`src/rtl/debug_serial_pkg.sv`:
```
// Shared constants and sequencer state encoding for the serial debug link.
package debug_serial_pkg;

  localparam int         NUM_DEBUG_PORTS     = 7;
  localparam int         UART_BITS_PER_FRAME = 10;
  localparam logic [7:0] DEFAULT_SYNC_BYTE   = 8'hA5;

  typedef enum logic [1:0] {
    IDLE      = 2'd0,
    SEND_SYNC = 2'd1,
    SEND_DATA = 2'd2,
    SEND_CSUM = 2'd3
  } seqState_t;

endpackage

```
`src/rtl/debug_serial_tx_uart.sv`:
```
// UART 8N1 byte shifter: start bit, 8 data bits LSB first, stop bit.
// A new byte may be started on the byte_done cycle so frames abut with no gap.
module uart_tx_byte
  import debug_serial_pkg::*;
#(
  parameter int CLKS_PER_BIT = 434
) (
  input  logic       clk,
  input  logic       nreset,
  input  logic [7:0] byte_in,
  input  logic       start,
  output logic       tx,
  output logic       byte_done
);

  localparam int              BW            = $clog2(CLKS_PER_BIT);
  localparam logic [BW-1:0]   BAUD_LAST     = BW'(CLKS_PER_BIT - 1);
  localparam logic [3:0]      LAST_BIT      = 4'(UART_BITS_PER_FRAME - 1);
  localparam logic [3:0]      LAST_DATA_BIT = 4'(UART_BITS_PER_FRAME - 2);

  logic          active;
  logic [BW-1:0] baudCnt;
  logic [3:0]    bitCnt;
  logic [7:0]    shiftReg;

  // Last cycle of the stop bit.
  assign byte_done = active && (bitCnt == LAST_BIT) && (baudCnt == BAUD_LAST);

  always_ff @(posedge clk) begin
    if (!nreset) begin
      active   <= 1'b0;
      tx       <= 1'b1;
      baudCnt  <= '0;
      bitCnt   <= '0;
      shiftReg <= '0;
    end else if (start && (!active || byte_done)) begin
      active   <= 1'b1;
      tx       <= 1'b0;
      baudCnt  <= '0;
      bitCnt   <= '0;
      shiftReg <= byte_in;
    end else if (active) begin
      if (baudCnt == BAUD_LAST) begin
        baudCnt <= '0;
        if (bitCnt == LAST_BIT) begin
          active <= 1'b0;
          tx     <= 1'b1;
          bitCnt <= '0;
        end else begin
          bitCnt   <= bitCnt + 4'd1;
          tx       <= (bitCnt == LAST_DATA_BIT) ? 1'b1 : shiftReg[0];
          shiftReg <= {1'b0, shiftReg[7:1]};
        end
      end else begin
        baudCnt <= baudCnt + BW'(1);
      end
    end
  end

endmodule

```
`src/rtl/debug_serial_tx.sv`:
```
// Debug link transmitter: snapshots seven CPU debug bytes and sends a framed
// packet. Define DEBUG_SERIAL_TX_CHECKSUM_EN to append an XOR checksum byte.
module debug_serial_tx
  import debug_serial_pkg::*;
#(
  parameter int         CLKS_PER_BIT = 434,
  parameter logic [7:0] SYNC_BYTE    = DEFAULT_SYNC_BYTE
) (
  input  logic       clk,
  input  logic       nreset,
  input  logic [7:0] debug_port1,
  input  logic [7:0] debug_port2,
  input  logic [7:0] debug_port3,
  input  logic [7:0] debug_port4,
  input  logic [7:0] debug_port5,
  input  logic [7:0] debug_port6,
  input  logic [7:0] debug_port7,
  input  logic       send_req,
  output logic       tx,
  output logic       busy,
  output logic       pkt_done
);

  localparam logic [2:0] LAST_IDX = 3'(NUM_DEBUG_PORTS - 1);

  logic [NUM_DEBUG_PORTS-1:0][7:0] portsIn;
  logic [NUM_DEBUG_PORTS-1:0][7:0] snapshot;
  seqState_t  state;
  logic [2:0] dataIdx;
  logic [2:0] nextIdx;
  logic       byteDone;
  logic       byteStart;
  logic [7:0] byteSel;

  assign portsIn = {debug_port7, debug_port6, debug_port5, debug_port4,
                    debug_port3, debug_port2, debug_port1};
  assign nextIdx = dataIdx + 3'd1;

`ifdef DEBUG_SERIAL_TX_CHECKSUM_EN
  logic [7:0] csum;

  always_comb begin
    csum = '0;
    for (int i = 0; i < NUM_DEBUG_PORTS; i++) csum = csum ^ snapshot[i];
  end
`endif

  // Next byte is handed to the shifter on the byte_done cycle so frames abut.
  always_comb begin
    byteStart = 1'b0;
    byteSel   = SYNC_BYTE;
    case (state)
      IDLE: begin
        byteStart = send_req;
        byteSel   = SYNC_BYTE;
      end
      SEND_SYNC: begin
        byteStart = byteDone;
        byteSel   = snapshot[0];
      end
      SEND_DATA: begin
        if (dataIdx == LAST_IDX) begin
`ifdef DEBUG_SERIAL_TX_CHECKSUM_EN
          byteStart = byteDone;
          byteSel   = csum;
`endif
        end else begin
          byteStart = byteDone;
          byteSel   = snapshot[nextIdx];
        end
      end
      default: ;
    endcase
  end

  always_ff @(posedge clk) begin
    if (!nreset) begin
      state    <= IDLE;
      dataIdx  <= '0;
      snapshot <= '0;
      busy     <= 1'b0;
      pkt_done <= 1'b0;
    end else begin
      pkt_done <= 1'b0;
      case (state)
        IDLE: begin
          if (send_req) begin
            snapshot <= portsIn;
            busy     <= 1'b1;
            state    <= SEND_SYNC;
          end
        end
        SEND_SYNC: begin
          if (byteDone) begin
            state   <= SEND_DATA;
            dataIdx <= '0;
          end
        end
        SEND_DATA: begin
          if (byteDone) begin
            if (dataIdx == LAST_IDX) begin
`ifdef DEBUG_SERIAL_TX_CHECKSUM_EN
              state <= SEND_CSUM;
`else
              state    <= IDLE;
              busy     <= 1'b0;
              pkt_done <= 1'b1;
`endif
            end else begin
              dataIdx <= nextIdx;
            end
          end
        end
`ifdef DEBUG_SERIAL_TX_CHECKSUM_EN
        SEND_CSUM: begin
          if (byteDone) begin
            state    <= IDLE;
            busy     <= 1'b0;
            pkt_done <= 1'b1;
          end
        end
`endif
        default: begin
          state <= IDLE;
          busy  <= 1'b0;
        end
      endcase
    end
  end

  uart_tx_byte #(
    .CLKS_PER_BIT(CLKS_PER_BIT)
  ) uTxByte (
    .clk      (clk),
    .nreset   (nreset),
    .byte_in  (byteSel),
    .start    (byteStart),
    .tx       (tx),
    .byte_done(byteDone)
  );

endmodule

```
`config.mk`:
```
export PLATFORM = sky130hd
export DESIGN_NAME = debug_serial_tx
export DESIGN_NICKNAME = d
export VERILOG_FILES = /design/src/rtl/debug_serial_pkg.sv /design/src/rtl/debug_serial_tx_uart.sv /design/src/rtl/debug_serial_tx.sv
export SDC_FILE = /design/constraint.sdc
export NUM_CORES = 1
export LEC_CHECK = 0
export CELL_PAD_IN_SITES_DETAIL_PLACEMENT = 1
export CELL_PAD_IN_SITES_GLOBAL_PLACEMENT = 1
export CORE_UTILIZATION = 47
export CTS_CLUSTER_SIZE = 16
export DETAILED_ROUTE_END_ITERATION = 12
export DONT_BUFFER_PORTS = 1
export GPL_ROUTABILITY_DRIVEN = 0
export PLACE_DENSITY_LB_ADDON = 0.15
export SYNTH_ARGS = -nofsm -noshare
export SYNTH_HDL_FRONTEND = slang
export SYNTH_SLANG_ARGS = --single-unit
```
`constraint.sdc`:
```
create_clock -name clk -period 3.6 [get_ports clk]
set_input_delay 0.72 -clock clk [delete_from_list [all_inputs] [get_ports clk]]
set_output_delay 0.72 -clock clk [all_outputs]
set_load 0.005 [all_outputs]
```
# Word-level counts from Yosys, hierarchy flattened
# Index checks and enable logic that the tools add are counted.
# classes
n_mul,0
order_cmp,1
shift,0
addsub,3
n_mux,35
bitwise,2
n_reduce_logical,18
eq_ne,12
div_mod_pow,0
# ops
cell,count
2-to-1 mux 8 bit,6
binary-select mux 8 bit (select 3 bit),1
one-hot mux 8 bit (2 select lines),1
2-to-1 mux 1 bit,14
"!= test 2 bit, second input constant",6
AND reduction 4 bit,3
"adder 9 x 1 -> 9 bit, second input constant",1
"equality test 9 bit, second input constant",1
2-to-1 mux 3 bit,3
2-to-1 mux 9 bit,1
"equality test 4 bit, second input constant",2
2-to-1 mux 2 bit,4
one-hot mux 1 bit (3 select lines),2
one-hot mux 2 bit (3 select lines),1
one-hot mux 3 bit (2 select lines),1
AND reduction 2 bit,3
AND reduction 3 bit,2
nonzero test 2 bit,3
"adder 4 x 1 -> 4 bit, second input constant",1
"less-than comparator 3 x 4 -> 1 bit, second input constant",1
2-to-1 mux 4 bit,1
"adder 3 x 1 -> 3 bit, second input constant",1
"equality test 3 bit, second input constant",1
logical AND 1 bit,3
other kinds (7),8
# totals
elab_cells,87
ramBits,0
mem_bits_ro,0
register_bits,86
latchBits,0
n_memories,0
output_inout_bits,3
input_bits,59

# Longest topological paths before layout
# Gate-level depths: netlist (run 1).
# depth
word_depth,8
depth_mapped,10
mapped_depth_nobuf,7

# Cells and area by module
# From an unflattened synthesis (run 1), not the netlist that was laid out.
# hier_totals
cells_unflattened,517
hier_area_um2,4307.9
# modules_own_cells
mod,seq_area_each_um2,cells_each,area_per_inst_um2,n_inst
debug_serial_tx,1261.2,382,3105.5,1
uart_tx_byte,460.4,135,1202.4,1

# Least setup slack after synthesis (run 1)
# Ideal clock, no wire load.
# synth_timing
path_type,register to register
from,register dataIdx[0]
to,register uTxByte.shiftReg[1]
slack_ps,990
synth_period_minus_slack_ps,2610
path_stages_with_launch,11
n_path_buf,4
required_ps,3475
arrival_ps,2485
setup_ps,125
cell_sequence,dfxtp_1 -> buf_2 -> buf_2 -> clkinv_1 -> ha_1 -> buf_2 -> buf_2 -> mux4_2 -> o21ai_0 -> a2bb2oi_1 -> o22ai_1
# synth_between
elab_chain_len,6
elab_cells_between_ends,14
classes_between,1 x add/sub; 2 x eq/ne; 7 x mux; 4 x reduce/logical
# synth_rtl
element,line,text
start: declaration,debug_serial_tx.sv:29,logic [2:0] dataIdx;
start signal: assignment,debug_serial_tx.sv:110,dataIdx <= nextIdx;
adder 3 x 1 -> 3 bit or equality test 3 bit (tied branches),"debug_serial_tx.sv:37, debug_serial_tx.sv:62",
binary-select mux 8 bit (select 3 bit) or 2-to-1 mux 1 bit (tied branches),"debug_serial_tx.sv:69, debug_serial_tx.sv:62",
2-to-1 mux 8 bit (implied by the code) or one-hot mux 1 bit (3 select lines) (tied branches),"debug_serial_tx.sv:69, debug_serial_tx.sv:52",
2-to-1 mux 8 bit or logical AND 1 bit (tied branches),"debug_serial_tx.sv:62, debug_serial_tx_uart.sv:36",
one-hot mux 8 bit (2 select lines) (tied with other cells),debug_serial_tx.sv:52,case (state)
2-to-1 mux 8 bit or AND reduction 3 bit (tied branches),n/a,
end signal: assignment,debug_serial_tx_uart.sv:41,shiftReg <= byte_in;
end signal: assignment,debug_serial_tx_uart.sv:52,"shiftReg <= {1'b0, shiftReg[7:1]};"
end: declaration,debug_serial_tx_uart.sv:24,logic [7:0] shiftReg;
# Parallel ways exist; a longest one is shown, timed or not. The select of a mux whose other input is x is not followed.
# A chain may end at the register's enable or synchronous reset.

# Worst setup path in the final report (run 1)
# layout_timing
from,register dataIdx[0]
to,register uTxByte.shiftReg[2]
# The elaborated chain is that of the path after synthesis.

==> flow_metrics.env, run 1 <==
export IMPL_final_cell_mix="nand2_1, dfxtp_1, a21oi_1"
export IMPL_grt_max_degree=63
export IMPL_regToRegEndpoint="uTxByte.shiftReg[2]$_SDFFE_PN0P_"
export IMPL_layout_commonest_cell="nand2_1"
export IMPL_powerDensity_nw_per_um2=486
export IMPL_drt_wirelength_per_cell_um=17.7
export IMPL_hold_path_class="primary input to flop"
export IMPL_dp_cells=555
export IMPL_final_cell_count_no_fill=571
export IMPL_status="finished clean"
export IMPL_crit_fanout=22
export IMPL_rows=33
export IMPL_vias_per_cell=5.73
export IMPL_syn_area_um2=4000
export IMPL_clkPwrFrac_pct=36.6
export IMPL_relSlewSlack_pct=31.4
export IMPL_insertion_delay_ns=0.37
export IMPL_drtAntennaViolNets=0
export IMPL_syn_avg_cell_area_um2=8.38
export IMPL_syn_nets=544
export IMPL_fin_area_um2=4230
export IMPL_period_share_pct=78.2
export IMPL_synthFlopType="dfxtp_1"
export IMPL_finalPower_mw=2.06
export IMPL_io_pins=62
export IMPL_ir_drop_mv=0.234
export IMPL_place_hpwl_mm=7.23
export IMPL_fin_tns_setup_ns=0
export IMPL_setup_ws_ns=0.785
export IMPL_slew_violations=0
export IMPL_crit_arrival_ns=3.05
export IMPL_hold_ws_ns=0.429
export IMPL_worstSetupStartpoint="dataIdx[0]$_SDFFE_PN0P_"
export IMPL_overflow=0
export IMPL_dp_slack_ns=0.791
export IMPL_numCtsBuffers=9
export IMPL_pwr_share_comb_pct=11.5
export IMPL_setup_worst_path_class="flop to flop"
export IMPL_r2r_start="dataIdx[0]$_SDFFE_PN0P_"
export IMPL_cap_violations=0
export IMPL_grt_pass1_wl_mm=16.5
export IMPL_place_area_um2=4020
export IMPL_power_share_sequential_pct=51.9
export IMPL_min_period_ns=2.81
export IMPL_max_freq_mhz=355
export IMPL_grt_antenna_before_repair=0
export IMPL_die_x_um=94.2
export IMPL_fill_cells=995
export IMPL_crit_path_end_kind="flop"
export IMPL_track_usage_pct=24.5
export IMPL_p_sw_share_pct=27.3
export IMPL_ys_seq_area_share_pct=43.1
export IMPL_drive_above_1_share_pct=9.01
export IMPL_drtPass1Iterations=4
export IMPL_drc=0
export IMPL_synth_edf_count=0
export IMPL_area_growth_pct=5.95
export IMPL_start_util_pct=48.6
export IMPL_register_area_um2=1720
export IMPL_cts_resized=0
export IMPL_p_leak_nw=1.52
export IMPL_dieArea_um2=8870
export IMPL_clk_pin_slew_ns=0.09
export IMPL_finalHoldViolCount=0
export IMPL_ys_types=56
export IMPL_p_switching_uw=562
export IMPL_dieHeight_um=94.2
export IMPL_worst_slew_pin_slew_ns=1.03
export IMPL_start_kind="flop"
export IMPL_cts_tree="yes"
export IMPL_setup_viol_count_final=0
export IMPL_finClkSkew_ns=0.0102
export IMPL_multi_input_area_um2=2110
export IMPL_syn_inst=477
export IMPL_coreArea_um2=8220
export IMPL_vias=3272
export IMPL_grt_pass1_vias=3326
export IMPL_cp_endpoint="uTxByte.shiftReg[2]$_SDFFE_PN0P_"
export IMPL_async_flop_share_pct=0
export IMPL_postCtsHoldBufs=0
export IMPL_p_int_mw=1.49
export IMPL_nNetsFinal=528
export IMPL_critPathRequiredTime_ns=3.83
export IMPL_synth_seq_cells=86
export IMPL_port_buffers=0
export IMPL_diodes=0
export IMPL_yosys_warnings=0
export IMPL_h_tree_depth=3
export IMPL_drt_iter0_markers=158
export IMPL_clock_root_buffer="clkbuf_8"
export IMPL_rr_worst_depth=7
export IMPL_wirelength_mm=10.1
export IMPL_cts_setup_buffers=0
export IMPL_cts_path_max_buffers=2
export IMPL_ff2ff_setup_slack_ns=0.79
export IMPL_rsz0062_at_grt="false"
export IMPL_clock_sinks=86
export IMPL_final_util_pct=51.5
-- worst min-delay path by stage --
stage	start	end	depth (start not counted)
final	nreset	uTxByte.tx$_SDFFE_PN1P_	1
after global routing	nreset	uTxByte.tx$_SDFFE_PN1P_	1
after floorplan	snapshot[32]$_SDFFE_PN0P_	snapshot[32]$_SDFFE_PN0P_	2
after detailed placement	snapshot[12]$_SDFFE_PN0P_	snapshot[12]$_SDFFE_PN0P_	2
after CTS	nreset	uTxByte.tx$_SDFFE_PN1P_	1
after global placement	snapshot[15]$_SDFFE_PN0P_	snapshot[15]$_SDFFE_PN0P_	2
-- cell usage after synthesis (all sizes together) (2+ instances only) --
cell	number	area [µm²]
a311oi	4	35.0
nand3	8	45.0
nand4	3	33.8
o211ai	8	65.1
xnor2	5	43.8
a221oi	3	26.3
o21ai	14	70.1
o31ai	3	22.5
nor2	23	86.3
a31oi	2	27.5
a211oi	2	15.0
ha	8	100
nor3	5	30.0
inv	7	26.3
or3	4	30.0
and3	3	18.8
xor2	4	35.0
and4bb	2	28.8
dfxtp	86	1720
buf	10	60.1
a2bb2oi	5	43.8
and2	2	12.5
o311ai	3	26.3
nand2	131	494
o21a	2	15.0
mux2	3	33.8
mux2i	10	100
clkbuf	20	75.1
o22ai	4	25.0
mux4	8	180
a21oi	68	340
nor2b	5	31.3
-- routing by layer --
layer  vias to the layer above  global-route usage, %  part of all wire [%]
met5                         -                      0                     0
met4                         0                   10.0                   1.9
met3                        16                   4.85                   2.6
met2                        48                   41.3                    49
met1                      1583                   30.4                    46
li1                       1625                      -                     -
-- area by class of cell --
type	count	share of cell area (%)
multi-input combinational	353	49.9
tap	105	3.10
clock buffer	11	3.10
clock inverter	5	1.98
timing repair buffer	3	0.532
inverter	8	0.709
sequential	86	40.7
-- worst max-delay path, cell delays in order, from the launching register on --
cell,delay [ns]
dfxtp_1,0.34
clkinv_1,0.25
ha_1,0.98
mux2_2,0.42
a221oi_1,0.31
o211ai_1,0.15
o211ai_1,0.12
o311ai_1,0.12
-- logic make-up (layout without fill, tap and decap cells) --
family / Yosys count / after routing / synth area share [%]
fa+ha+maj: 8 / 8 / 2.51
buf+inv: 38 / 27 / 4.13
mux: 21 / 21 / 7.86
xor+xnor: 9 / 9 / 1.97
compound gates: 122 / 122 / 18.6
flops: 86 / 86 / 43.1
simple gates: 193 / 193 / 21.8
-- sequential cells by signal, summed over array words and instances (netlist names) --
name,cells
uTxByte.tx,1
uTxByte.active,1
uTxByte.bitCnt,4
state,2
uTxByte.shiftReg,8
pkt_done,1
snapshot,56
dataIdx,3
uTxByte.baudCnt,9
busy,1
-- power groups by stage --
stage                     Sequential (mW)  Clock (mW)  Combinational, mW
final                                1.07       0.752              0.236
after global routing                 1.08       0.803              0.269
after CTS                            1.07       0.762              0.242
after detailed placement             1.09           0              0.240
after global placement               1.09           0              0.229
after floorplan                      1.06           0              0.202
(Power assumes the default switching activity.)
==> run 2: changes to the inputs <==
- ABC_AREA: unset -> 1
- CORE_UTILIZATION: 47 -> 41
- clock period: 3.6 -> 2.3 ns (I/O delays scaled with it)
==> flow_metrics.env, run 2 <==
export IMPL_clock_root_buffer="clkbuf_8"
export IMPL_register_area_um2=1720
export IMPL_synthMostInstantiatedCell="nand2_1"
export IMPL_relSlewSlack_pct=60.2
export IMPL_finClkSkew_ns=0.0104
export IMPL_ys_top_cells_by_area="dfxtp_1, nand2_1, o21ai_0, nor2_1, a21oi_1"
export IMPL_clock_sinks=86
export IMPL_synthFlopType="dfxtp_1"
export IMPL_slew_violations=0
export IMPL_die_x_um=103
export IMPL_hold_depth=1
export IMPL_ys_seq_area_share_pct=41.1
export IMPL_fill_cells=1336
export IMPL_powerDensity_nw_per_um2=1030
export IMPL_grt_pass1_wl_mm=18.1
export IMPL_vias=3715
export IMPL_insertion_delay_ns=0.36
export IMPL_period_share_pct=86.9
export IMPL_diodes=0
export IMPL_synthTopCellsByCount="nand2_1, dfxtp_1, nor2_1, o21ai_0, inv_1"
export IMPL_worst_slew_pin_slew_ns=0.591
export IMPL_drc=0
export IMPL_clk_pin_slew_ns=0.09
export IMPL_critPathRequiredTime_ns=2.60
export IMPL_ff2ff_setup_slack_ns=0.30
export IMPL_largestRegisters="snapshot x56, uTxByte.baudCnt x9, uTxByte.shiftReg x8"
export IMPL_dieArea_um2=10600
export IMPL_rr_worst_depth=10
export IMPL_grt_antenna_before_repair=0
export IMPL_hold_ws_ns=0.194
export IMPL_crit_path_cell_trace="inv_1, ha_1, buf_4, nor2_2, nand2_1, nand3_1, nand3_1, nand2_1, nand3_1, a21oi_2"
export IMPL_regMostFlops="snapshot"
export IMPL_ir_drop_mv=0.487
export IMPL_hold_path_class="primary input to flop"
export IMPL_crit_path_frequent_cell="nand3_1"
export IMPL_grt_max_degree=69
export IMPL_grt_pass1_vias=3712
export IMPL_r2r_start="dataIdx[0]$_SDFFE_PN0P_"
export IMPL_drive_above_1_share_pct=8.01
export IMPL_coreArea_um2=9820
export IMPL_setup_viol_count_final=0
export IMPL_min_delay_start="nreset"
export IMPL_p_leak_nw=1.89
export IMPL_regToRegEndpoint="uTxByte.shiftReg[6]$_SDFFE_PN0P_"
export IMPL_finalPower_mw=4.62
export IMPL_setup_worst_path_class="flop to flop"
export IMPL_drt_wirelength_per_cell_um=15.4
export IMPL_async_flop_share_pct=0
export IMPL_vias_per_cell=5.08
export IMPL_start_util_pct=42.6
export IMPL_port_buffers=0
export IMPL_h_tree_depth=3
export IMPL_largest_reg_flops=56
export IMPL_place_hpwl_mm=8.46
export IMPL_syn_nets=671
export IMPL_finalHoldViolCount=0
export IMPL_slowest_stage="dfxtp_1"
export IMPL_cap_violations=0
export IMPL_cp_num_buf_inv=2
export IMPL_drtPass1Iterations=4
export IMPL_ys_types=32
export IMPL_synth_edf_count=0
export IMPL_cp_slowest_stage_delay_ns=0.36
export IMPL_synth_top_area_cell="dfxtp_1"
export IMPL_nNetsFinal=661
export IMPL_max_freq_mhz=500
export IMPL_track_usage_pct=22.8
export IMPL_rows=36
export IMPL_dieHeight_um=103
export IMPL_syn_inst=604
export IMPL_drt_iter0_markers=128
export IMPL_start_kind="flop"
export IMPL_cts_path_max_buffers=2
export IMPL_fin_tns_setup_ns=0
export IMPL_rsz0062_at_grt="false"
export IMPL_numCtsBuffers=9
export IMPL_cts_resized=0
export IMPL_synth_seq_cells=86
export IMPL_cp_top_family="simple AND/OR/NAND/NOR gates"
export IMPL_io_pins=62
export IMPL_crit_path_end_kind="flop"
export IMPL_final_cell_mix="nand2_1, dfxtp_1, nor2_1"
export IMPL_syn_avg_cell_area_um2=6.93
export IMPL_overflow=0
export IMPL_crit_fanout=14
export IMPL_wirelength_mm=11.3
export IMPL_syn_area_um2=4190
export IMPL_drtAntennaViolNets=0
export IMPL_crit_arrival_ns=2.30
export IMPL_layout_commonest_cell="nand2_1"
export IMPL_status="finished clean"
export IMPL_synth_top_area_share_pct=41.1
export IMPL_cts_setup_buffers=0
export IMPL_yosys_warnings=0
export IMPL_multi_input_area_um2=2050
export IMPL_cts_tree="yes"
export IMPL_area_growth_pct=6.58
export IMPL_postCtsHoldBufs=0
export IMPL_hold_path_end="uTxByte.tx$_SDFFE_PN1P_"
export IMPL_min_period_ns=2.00
run 2: cell types whose count changed after synthesis, moves of 8 or more:
cell,delta
nand3_1,+41
mux2i_1,-10
o21ai_0,+62
mux4_2,-8
nand2_1,-20
inv_1,+63
a21oi_1,-16
nor2_1,+54
run 2: per-layer routing:
| layer | vias up | track usage (%) | part of all wire, % | wire length [µm] |
|---|---|---|---|---|
| met5 | - | 0 | 0 | 0 |
| met4 | 0 | 10.5 | 2.2 | 252 |
| met3 | 19 | 3.32 | 2.3 | 256 |
| met2 | 48 | 37.4 | 47 | 5260 |
| met1 | 1738 | 29.6 | 49 | 5490 |
| li1 | 1910 | - | - | - |
run 2: report_power, final:
group / leakage [nW] / switching [mW] / internal [mW]
Clock: 0.0954 / 0.545 / 0.479
Combinational: 1.09 / 1.10 / 0.507
Sequential: 0.708 / 0.163 / 1.83
Total: 1.89 / 1.80 / 2.81
run 2: worst register-to-register path: cells and delay by family, from the launching register on:
kind	cells	cell delay (ns)
AOI/OAI and AO/OA	1	0.14
adders and majority gates	1	0.36
buffers and inverters	2	0.29
DFF	1	0.36
and+or+nand+nor	6	0.80
run 2: cells by family (layout without fill, tap and decap cells):
kind of cell | Yosys count | count (layout) | share of synthesized area [%]
AO/OA/AOI/OAI | 139 | 139 | 17.5
flip-flops | 86 | 86 | 41.1
buffers and inverters | 104 | 99 | 9.93
adder cells (fa/ha/maj) | 8 | 8 | 2.39
XOR/XNOR | 7 | 7 | 1.46
AND/OR/NAND/NOR | 260 | 260 | 27.6
run 2: worst max path at each step:
stage	cells after the start	end	startpoint
3_5_place_dp	10	uTxByte.shiftReg[6]$_SDFFE_PN0P_	dataIdx[0]$_SDFFE_PN0P_
6_report	10	uTxByte.shiftReg[6]$_SDFFE_PN0P_	dataIdx[0]$_SDFFE_PN0P_
3_3_place_gp	10	uTxByte.shiftReg[6]$_SDFFE_PN0P_	dataIdx[0]$_SDFFE_PN0P_
2_1_floorplan	15	uTxByte.shiftReg[2]$_SDFFE_PN0P_	dataIdx[0]$_SDFFE_PN0P_
5_1_grt	12	uTxByte.shiftReg[0]$_SDFFE_PN0P_	dataIdx[0]$_SDFFE_PN0P_
4_1_cts	10	uTxByte.shiftReg[6]$_SDFFE_PN0P_	dataIdx[0]$_SDFFE_PN0P_
run 2: layout make-up:
class | instances | area share, %
Tap cell | 133 | 3.73
Multi-Input combinational cell | 414 | 45.9
Inverter | 76 | 6.40
Timing Repair Buffer | 7 | 1.18
Clock buffer | 13 | 3.79
Clock inverter | 3 | 0.393
Sequential cell | 86 | 38.6
run 2: through the flow:
| step | instance area (µm²) | utilization [%] | setup slack [ns] | cells |
|---|---|---|---|---|
| 2_1_floorplan | 4190 | - | 0.251 | 604 |
| 3_3_place_gp | 4270 | 43.5 | 0.318 | 716 |
| 3_5_place_dp | 4270 | 43.5 | 0.297 | 716 |
| 4_1_cts | 4460 | 45.4 | 0.275 | 732 |
| 5_1_grt | 4460 | 45.4 | 0.0925 | 732 |
| 6_report | 4460 | 45.4 | 0.302 | 732 |
